**src/rtl/seven_seg_pkg.sv**
```systemverilog
// Shared constants for the seven-segment display path: hex font, anode codes
// and the blank pattern. All segment patterns are active-high {g,f,e,d,c,b,a}.
package seven_seg_pkg;

    // Anode select codes from the scanner (one-hot-low), digit 0 is rightmost
    localparam logic [3:0] AN_DIG0 = 4'b1110;
    localparam logic [3:0] AN_DIG1 = 4'b1101;
    localparam logic [3:0] AN_DIG2 = 4'b1011;
    localparam logic [3:0] AN_DIG3 = 4'b0111;
    localparam logic [3:0] AN_NONE = 4'b1111;

    // All segments off, active-high
    localparam logic [6:0] SEG_BLANK = 7'h00;

    // Hex font, entry 0 in the lowest slice, entry F in the highest
    localparam logic [15:0][6:0] HEX_FONT = {
        7'h71, 7'h79, 7'h5E, 7'h39,   // F E d C
        7'h7C, 7'h77, 7'h6F, 7'h7F,   // b A 9 8
        7'h07, 7'h7D, 7'h6D, 7'h66,   // 7 6 5 4
        7'h4F, 7'h5B, 7'h06, 7'h3F    // 3 2 1 0
    };

    typedef enum logic [1:0] {
        DIG0 = 2'd0,
        DIG1 = 2'd1,
        DIG2 = 2'd2,
        DIG3 = 2'd3
    } digit_idx_t;

    // Four hex digits plus their decimal-point enables
    typedef struct packed {
        logic [15:0] data;
        logic [3:0]  dp;
    } disp_word_t;

endpackage

```
**src/rtl/seven_seg_digit_mux_hex_to_seg.sv**
```systemverilog
// Combinational hex-digit to seven-segment font lookup (active-high output).
module hex_to_seg
    import seven_seg_pkg::*;
(
    input  logic [3:0] hex,
    output logic [6:0] seg
);

    assign seg = HEX_FONT[hex];

endmodule

```
**src/rtl/seven_seg_digit_mux.sv**
```systemverilog
// Seven-segment digit multiplexer. A value is loaded into a pending buffer
// and only copied into the display register when the scanner reaches the
// last digit, so a frame never shows a mix of old and new digits. The digit
// picked by an_in is decoded and registered together with an_in and commit.
module seven_seg_digit_mux
    import seven_seg_pkg::*;
#(
    parameter bit BLANK_LZ       = 1'b1,
    parameter bit SEG_ACTIVE_LOW = 1'b1
) (
    input  logic        div_clk,
    input  logic        reset_n,
    input  logic [3:0]  an_in,
    input  logic        load_valid,
    output logic        load_ready,
    input  logic [15:0] load_data,
    input  logic [3:0]  load_dp,
    output logic [6:0]  seg,
    output logic        dp,
    output logic [3:0]  an_out,
    output logic        commit
);

    localparam logic [6:0] SEG_OFF = SEG_ACTIVE_LOW ? ~SEG_BLANK : SEG_BLANK;
    localparam logic       DP_OFF  = SEG_ACTIVE_LOW ? 1'b1 : 1'b0;

    logic       pend_full;
    disp_word_t pend_q;
    disp_word_t disp_q;
    logic       accept;
    logic       commit_now;

    digit_idx_t sel_idx;
    logic       sel_valid;
    logic [3:0] sel_digit;
    logic       sel_dp;
    logic       lz_blank;
    logic [6:0] font_seg;
    logic [6:0] seg_hi;
    logic       dp_hi;
    logic [6:0] seg_d;
    logic       dp_d;

    logic [6:0] seg_p1;
    logic       dp_p1;
    logic [3:0] an_p1;
    logic       commit_p1;

    assign load_ready = ~pend_full;
    assign accept     = load_valid & load_ready;
    assign commit_now = pend_full & (an_in == AN_DIG3);

    // Pending flag: a new acceptance wins over a commit so the new value stays pending
    always_ff @(posedge div_clk or negedge reset_n) begin
        if (!reset_n) begin
            pend_full <= 1'b0;
        end else if (accept) begin
            pend_full <= 1'b1;
        end else if (commit_now) begin
            pend_full <= 1'b0;
        end
    end

    // Pending data is qualified by pend_full, so it needs no reset
    always_ff @(posedge div_clk) begin
        if (accept) begin
            pend_q <= '{data: load_data, dp: load_dp};
        end
    end

    // Display register only changes at the frame boundary
    always_ff @(posedge div_clk or negedge reset_n) begin
        if (!reset_n) begin
            disp_q <= '{data: 16'h0000, dp: 4'b0000};
        end else if (commit_now) begin
            disp_q <= pend_q;
        end
    end

    // Pick the digit addressed by the scanner; unknown anode patterns blank
    always_comb begin
        sel_idx   = DIG0;
        sel_valid = 1'b1;
        case (an_in)
            AN_DIG0: sel_idx = DIG0;
            AN_DIG1: sel_idx = DIG1;
            AN_DIG2: sel_idx = DIG2;
            AN_DIG3: sel_idx = DIG3;
            default: sel_valid = 1'b0;
        endcase
    end

    assign sel_digit = disp_q.data[{sel_idx, 2'b00} +: 4];
    assign sel_dp    = disp_q.dp[sel_idx];

    hex_to_seg u_hex_to_seg (
        .hex (sel_digit),
        .seg (font_seg)
    );

    // Leading-zero blanking: this digit and everything above it is zero and no dp
    always_comb begin
        lz_blank = 1'b0;
        if (BLANK_LZ && (sel_idx != DIG0) && !sel_dp &&
            ((disp_q.data >> {sel_idx, 2'b00}) == 16'h0000)) begin
            lz_blank = 1'b1;
        end
        seg_hi = (sel_valid && !lz_blank) ? font_seg : SEG_BLANK;
        dp_hi  = sel_valid && sel_dp;
        seg_d  = SEG_ACTIVE_LOW ? ~seg_hi : seg_hi;
        dp_d   = SEG_ACTIVE_LOW ? ~dp_hi : dp_hi;
    end

    // ---- stage p1: outputs registered one cycle after an_in ----
    // Output register keeps seg/dp aligned with the delayed anode select
    always_ff @(posedge div_clk or negedge reset_n) begin
        if (!reset_n) begin
            seg_p1    <= SEG_OFF;
            dp_p1     <= DP_OFF;
            an_p1     <= AN_NONE;
            commit_p1 <= 1'b0;
        end else begin
            seg_p1    <= seg_d;
            dp_p1     <= dp_d;
            an_p1     <= an_in;
            commit_p1 <= commit_now;
        end
    end

    assign seg    = seg_p1;
    assign dp     = dp_p1;
    assign an_out = an_p1;
    assign commit = commit_p1;

endmodule

```
**config.mk**
```make
export PLATFORM = sky130hd
export DESIGN_NAME = seven_seg_digit_mux
export DESIGN_NICKNAME = d
export VERILOG_FILES = /design/src/rtl/seven_seg_pkg.sv /design/src/rtl/seven_seg_digit_mux_hex_to_seg.sv /design/src/rtl/seven_seg_digit_mux.sv
export SDC_FILE = /design/constraint.sdc
export NUM_CORES = 1
export LEC_CHECK = 0
export CORE_MARGIN = 2
export CORE_UTILIZATION = 35
export CTS_BUF_LIST = sky130_fd_sc_hd__clkbuf_4 sky130_fd_sc_hd__clkbuf_8
export CTS_CLUSTER_SIZE = 12
export DETAILED_ROUTE_END_ITERATION = 16
export PLACE_DENSITY = 0.57
export SLEW_MARGIN = 20
export SYNTH_ARGS = -nofsm -noshare
export SYNTH_HDL_FRONTEND = slang
export SYNTH_SLANG_ARGS = --single-unit
```
**constraint.sdc**
```tcl
create_clock -name div_clk -period 4.25 [get_ports div_clk]
set_clock_uncertainty 0.05 [all_clocks]
set_input_delay 0.6375 -clock div_clk [delete_from_list [all_inputs] [get_ports div_clk]]
set_output_delay 0.6375 -clock div_clk [all_outputs]
set_load 0.02 [all_outputs]
```
Word level (Yosys, flattened, before mapping)
Memories as Yosys holds them, arrays and structs flattened.
Index checks and enable logic that the tools add are counted.
{"block": "word_totals", "wordCells": 42, "mem_bits_ro": 112, "mem_count": 1, "out_inout_bits": 14, "reg_bits": 54}
{"block": "op_classes", "bitwise_logic": 5, "n_mux": 9, "magnitude_cmp": 2, "n_shift": 2, "n_reduce_logical": 10, "eq_ne": 4}
{"name": "(name not given)", "words": 16, "word_bits": 7, "read_ports": 1, "rd_ports_with_merged_regs": 0, "wr": 0, "line": "seven_seg_digit_mux_hex_to_seg.sv:9", "rtl": "assign seg = HEX_FONT[hex];"}
{"cell": "$logic_not 16->1", "count": 1}
{"cell": "$shiftx 16x5->4", "count": 1}
{"cell": "$shr 16x4->16", "count": 1}
{"cell": "$mux 7", "count": 2}
{"cell": "$eq 4x4->1 const B", "count": 3}
{"cell": "$not 7->7", "count": 1}
{"cell": "$pmux 2 s3", "count": 1}
{"cell": "$lt 4x5->1 const B", "count": 1}
{"cell": "$mux 1", "count": 5}
{"cell": "$eq 4x3->1 const B", "count": 1}
{"cell": "$logic_and 1x1->1", "count": 4}
{"cell": "$reduce_bool 2->1", "count": 2}
{"cell": "$reduce_or 4->1", "count": 1}
{"cell": "$lt 2x3->1 const B", "count": 1}
{"cell": "$and 1x1->1", "count": 2}
{"cell": "$bmux 1 s2", "count": 1}
{"cell": "$logic_not 1->1", "count": 2}
{"cell": "$not 1->1", "count": 2}

Longest topological paths before layout
Gate-level depths: netlist of the first run.
{"block": "logic_depth", "depth_word": 12, "depth_mapped": 11, "mapped_depth_nobuf": 9}

Modules after synthesis
A second synthesis of the first run with hierarchy kept.
{"block": "unflattened", "hier_cells": 187, "hier_area_um2": 2516.2}
{"module": "seven_seg_digit_mux", "n_inst": 1, "cells_each": 154, "area_each_um2": 2233.4, "seq_area_each_um2": 1466.4}
{"module": "hex_to_seg", "n_inst": 1, "cells_each": 33, "area_each_um2": 282.8, "seq_area_each_um2": 0.0}

Worst setup path before layout of the first run
Ideal clock, no wire load.
{"block": "synth_path", "path_type": "input -> register", "start": "input port an_in[3]", "end": "register seg_p1[2] (netlist: seg[2])", "setup_slack_ns": 1.433, "arrival_time_ns": 2.663, "required_time_ns": 4.096, "n_path_buf": 2, "path_stages": 11, "setup_time_ns": 0.104, "cell_sequence": "buf_4 -> xor2_1 -> and3_1 -> buf_6 -> mux2i_1 -> a211oi_4 -> inv_1 -> ha_1 -> o21a_1 -> a41oi_2 -> o221ai_1"}
{"block": "synth_via", "elab_chain_len": 12}
{"item": "start: declaration", "line": "seven_seg_digit_mux.sv:13", "rtl": "input logic [3:0] an_in,"}
{"item": "parallel branches: the longest is 10 deep, another holds $mem_v2 16x7"}
{"item": "$mux 7 (*)", "line": "seven_seg_digit_mux.sv:108", "rtl": "seg_hi = (sel_valid && !lz_blank) ? font_seg : SEG_BLANK;"}
{"item": "$not 7->7 (*)", "line": "seven_seg_digit_mux.sv:110", "rtl": "seg_d = SEG_ACTIVE_LOW ? ~seg_hi : seg_hi;"}
{"item": "net seg_d[2]", "line": "seven_seg_digit_mux.sv:41", "rtl": "logic [6:0] seg_d;"}
{"item": "end signal: assignment", "line": "seven_seg_digit_mux.sv:123", "rtl": "seg_p1 <= seg_d;"}
{"item": "end: declaration", "line": "seven_seg_digit_mux.sv:44", "rtl": "logic [6:0] seg_p1;"}
Mark *: on every way through the listed nets, which the timed path passes. The select of a mux whose other input is x is not followed.
A chain may end at the register's enable or synchronous reset.

Worst setup path in the final report of the first run
{"block": "layout_path", "start": "input port an_in[2]", "end": "register seg_p1[5] (netlist: seg[5])"}
Same word-level chain as after synthesis.

==> results.cfg, run 1 <==
[routing]
drc = 0
wl_per_cell_um = 12.6
wl_met1_um = 2110
wl_um = 4470
drt-pass1-iter-count = 4
top_layer = met4
antenna_left = 0
viasPerCell = 4.71
wl_met3_um = 244
vias = 1671
drt_iter0_markers = 147
wl_met2_um = 2050

[worst_setup_path]
criticalPathCategory = input port to register
cp.arrival_ps = 3660
path_max_fanout = 9
reg2reg_to = seg[5]
r2r_start = disp_q[16]
rrSetupSlack_ps = 2000
start_kind = input port
crit_path_end_kind = register
reg2regPathDepth = 7
required_ps = 4420

[synth]
yosysSeqAreaShare = 0.599
yosysUniqueCellTypes = 49
synth_common_cells = nand2_1 (72), dfrtp_1 (22), edfxtp_1 (20)
syn_inst = 215
synth-edff-count = 20
synth_warnings = 0
post-synth-top-area-cell = edfxtp_1
ys_ff_latch = 54
synthTopCellsByArea = edfxtp_1 (25%), dfrtp_1 (22%), dfstp_2 (13%)
synth_most_common_cell = nand2_1
syn_avg_cell_area_sq_um = 11.4
synthFlopType = dfrtp_1
async_flop_share = 0.630
syn_area_sq_um = 2450
netlist.area_leader.share = 0.245
synth_nets = 248

[sta]
tightestPinTransition_ps = 485
setup-violations-final = 0
report.final.slew_viol_count = 0
finalCritPeriodShare = 0.822
final.min_clock_period_ps = 3490
rsz0062_at_grt = no
clock.fmax_ghz = 0.286
hold_violations = 0
tns_ps = 0
slew_headroom = 0.674
fin_ws_ps = 756

[clocking]
cts_tree = done
clk_pin_slew_worst_paths_ps = 100
cts_hold_buf = 0
post_cts_resized = 0
cts_setup_buffers = 0
ctsLongestPathBuffers = 2
numCtsBuffers = 5
cts.sinks = 54
clk_latency_ps = 310
h-tree-depth = 2
cts-root-buf = clkbuf_8

[run_status]
outcome = completed

[finish]
area_growth_pct = 25.3
antenna_cells = 0
fin_util = 0.451
nNetsFinal = 291
fin_cells = 355
fillers = 653
drive_above_1_share = 0.139

[power]
p_switching_mw = 0.377
p_int_mw = 0.924
leakage_nw = 1.26
swShare = 0.290
peakVddDrop_mv = 0.157
seq_power_share = 0.501
clkPwrFrac = 0.268
comb_power_share = 0.231
powerDensity_nw_per_um2 = 424

[placed_design]
io_buffers = 40
dp_hpwl_um = 3200
routabilityCongestion = 0.853
placed_cells = 347
pre_cts_ws_ps = 510

[worst_hold_path]
worstHoldStart = pend_q[10]
holdPathEnd = disp_q[10]
hp-class = register to register
hold_depth = 2

[global_route]
antenna_found_initial = 0
grt_max_degree = 35
grt-ovfl-total = 0
grt_pass1_vias = 1653
grt_usage = 0.131
grt_pass1_wl_um = 7800

[floorplanning]
die_h_um = 87.6
fp.dieW_um = 87.6
dieArea_sq_um = 7680
core_region_area_sq_um = 6790
io_pins = 41
rows = 30
initial_core_util = 0.360

[job]
drv_cap = 0
[sequential cells by signal (all words and copies together), names as in the netlist]
register,count
seg,7
commit,1
pend_full,1
an_out,4
dp,1
disp_q,20
pend_q,20
[worst max path at each step]
stage | start | to | depth (start not counted)
2_1_floorplan | an_in[3] | seg[2] | 11
4_1_cts | an_in[2] | seg[5] | 10
3_3_place_gp | an_in[2] | seg[5] | 10
6_report | an_in[2] | seg[5] | 10
3_5_place_dp | an_in[2] | seg[5] | 10
5_1_grt | an_in[2] | seg[6] | 10
[power by group through the flow]
stage          clock [mW]  combinational, mW  sequential [mW]
6_report            0.349              0.300            0.652
3_5_place_dp            0              0.298            0.663
2_1_floorplan           0              0.186            0.666
4_1_cts             0.361              0.300            0.652
5_1_grt             0.383              0.337            0.659
3_3_place_gp            0              0.298            0.663
[layout by cell type, fill, tap and decap left out, types with 2 or more instances in the layout]
cell type        count
nor4_1               3
and3_1               2
nand2_1             72
nor3_1               3
inv_1                4
dfrtp_1             22
xor2_1               2
a21boi_2             2
o221ai_1             3
a21boi_1             2
nor2b_1              2
clkbuf_8             5
ha_1                 6
nor2_1               3
a21oi_1              5
a21o_1               2
mux2i_1              6
buf_4                4
edfxtp_1            20
nand3_1              6
dfstp_2             12
o21ai_0              3
clkdlybuf4s50_1     40
o211ai_1             3
[cell families (layout without fill, tap and decap cells)]
group           count (synthesis)  after routing  share of synthesized area
simple gates                   98             98                      0.176
flops                          54             54                      0.599
compound gates                 33             33                      0.121
buf+inv                        13             57                     0.0271
mux                             7              7                     0.0291
fa+ha+maj                       6              6                     0.0307
xor+xnor                        4              4                     0.0174
[layer usage]
metal,vias to the layer above,track usage
li1,831,-
met1,781,0.176
met2,53,0.207
met3,6,0.0358
met4,0,0.0434
met5,-,0
[metrics by stage]
step                      instance area, sq um  hold slack, ps  power, mW
final                                     3070             397       1.30
after global routing                      3070             428       1.38
after CTS                                 3070             402       1.31
after detailed placement                  2950             376      0.961
after global placement                    2950             375      0.961
after floorplan                           2450             292      0.851
[cell type report]
| class | count | area, sq um | area share |
|---|---|---|---|
| flip-flops and latches | 54 | 1470 | 0.478 |
| multi-input cells | 148 | 915 | 0.298 |
| repair buffers | 44 | 430 | 0.140 |
| well taps | 96 | 120 | 0.0392 |
| clock buffers | 5 | 68.8 | 0.0224 |
| clock inverters | 3 | 47.5 | 0.0155 |
| inverters | 5 | 18.8 | 0.00612 |
[worst max-delay path, stage by stage]
cell             delay (ps)
clkdlybuf4s50_1         620
xor2_1                  240
and3_1                  440
mux2i_1                 200
a211oi_4                410
inv_1                   160
ha_1                    240
o21a_1                  120
a41oi_2                 380
o221ai_1                200
Note: power is estimated with default switching activity, not from simulation.
==> run 2: changes to the inputs <==
clock period = 3.5 ns   (was 4.25 ns; I/O delays follow)
==> results.cfg, run 2 (synthesis results as in run 1) <==
[run_status]
outcome = completed

[sta]
whs_ps = 398
clock.fmax_ghz = 0.324
setup-violations-final = 0
finalCritPeriodShare = 0.881
tns_ps = 0
rsz0062_at_grt = no
tightestPinTransition_ps = 433
fin_ws_ps = 415
slew_headroom = 0.711
final.min_clock_period_ps = 3080
report.final.slew_viol_count = 0
hold_violations = 0

[finish]
fin_cells = 360
antenna_cells = 0
nNetsFinal = 296
seqCellArea_sq_um = 1470
layout_commonest_cell = nand2_1
fin_util = 0.457
fillers = 660
layout_common_cells = nand2_1 (72), clkdlybuf4s50_1 (40), dfrtp_1 (22)
area_growth_pct = 26.8
drive_above_1_share = 0.155
multi_input_area_sq_um = 915

[worst_setup_path]
path_max_fanout = 9
worst_path_dominant_cell_family = compound AO/OA/AOI/OAI gates
crit_path_end_kind = register
criticalPathCategory = input port to register
cp.arrival_ps = 3250
worst_path_largest_cell_delay_ps = 510
critPathBufInv = 2
path_cells = clkdlybuf4s50_1 -> xor2_1 -> and3_1 -> mux2i_1 -> a211oi_4 -> inv_1 -> ha_1 -> o21a_1 -> a41oi_2 -> o221ai_1
cp_slowest_cell = clkdlybuf4s50_1
start_kind = input port
required_ps = 3660

[floorplanning]
io_pins = 41
dieArea_sq_um = 7680
fp.dieW_um = 87.6
rows = 30
core_region_area_sq_um = 6790
die_h_um = 87.6
initial_core_util = 0.360

[placed_design]
dp_hpwl_um = 3350
routabilityCongestion = 0.818
pre_cts_ws_ps = 133
io_buffers = 40
placed_cells = 352

[global_route]
grt_usage = 0.130
grt_pass1_wl_um = 7700
antenna_found_initial = 0
grt_pass1_vias = 1599
grt-ovfl-total = 0
grt_max_degree = 35

[clocking]
post_cts_resized = 0
clk_latency_ps = 320
cts.sinks = 54
h-tree-depth = 2
cts_tree = done
cts-root-buf = clkbuf_8
clk_pin_slew_worst_paths_ps = 100
cts_hold_buf = 0
numCtsBuffers = 5
cts_setup_buffers = 0
ctsLongestPathBuffers = 2

[routing]
wl_per_cell_um = 13.3
wl_um = 4790
vias = 1700
viasPerCell = 4.72
wl_met1_um = 2260
antenna_left = 0
wl_met3_um = 226
wl_met2_um = 2230
drt-pass1-iter-count = 4
drt_iter0_markers = 70
top_layer = met4
drc = 0

[job]
drv_cap = 0

[power]
leakage_nw = 1.29
powerDensity_nw_per_um2 = 517
peakVddDrop_mv = 0.205

[worst_hold_path]
hp-class = register to register
## run 2: changes by cell type in the layout (fill, tap and decap cells not counted), sizes merged
cell    delta
inv        +1
clkinv     -1
buf        +5
## run 2: area by class of cell
cell class	count	share of cell area
Inverter	5	0.00605
Tap cell	96	0.0387
Timing Repair Buffer	49	0.151
Sequential cell	54	0.472
Multi-Input combinational cell	148	0.295
Clock inverter	3	0.0153
Clock buffer	5	0.0222
## run 2: report_power, final
group | switching (mW) | internal, mW
clock | 0.221 | 0.219
sequential | 0.0554 | 0.738
combinational | 0.199 | 0.175
## run 2: worst paths after layout
kind	slack [ps]	startpoint	depth (start not counted)	end
max in group asynchronous	2500	reset_n	2	seg[4]
setup reg to reg	1420	disp_q[16]	7	seg[2]
hold reg to reg	400	pend_q[10]	2	disp_q[10]
min in group asynchronous	560	reset_n	2	commit
hold / removal	400	pend_q[10]	2	disp_q[10]
setup / recovery	420	an_in[3]	10	seg[2]
## run 2: worst reg2reg max path: cells and delay by family (launching register included)
kind,cells,cell delay (ps)
buffers and inverters,1,120
DFF,1,430
adders and majority gates,1,210
muxes,1,140
AOI/OAI and AO/OA,4,1020
## run 2: metrics by stage
stage,power [mW],area [sq um]
finish,1.61,3100
global route,1.69,3100
CTS,1.63,3100
detailed placement,1.18,2990
global placement,1.18,2990
floorplan,1.03,2450
## run 2: per-layer routing
metal,up-vias,global-route usage
li1,846,-
met1,802,0.172
met2,45,0.201
met3,7,0.0396
met4,0,0.0476
met5,-,0
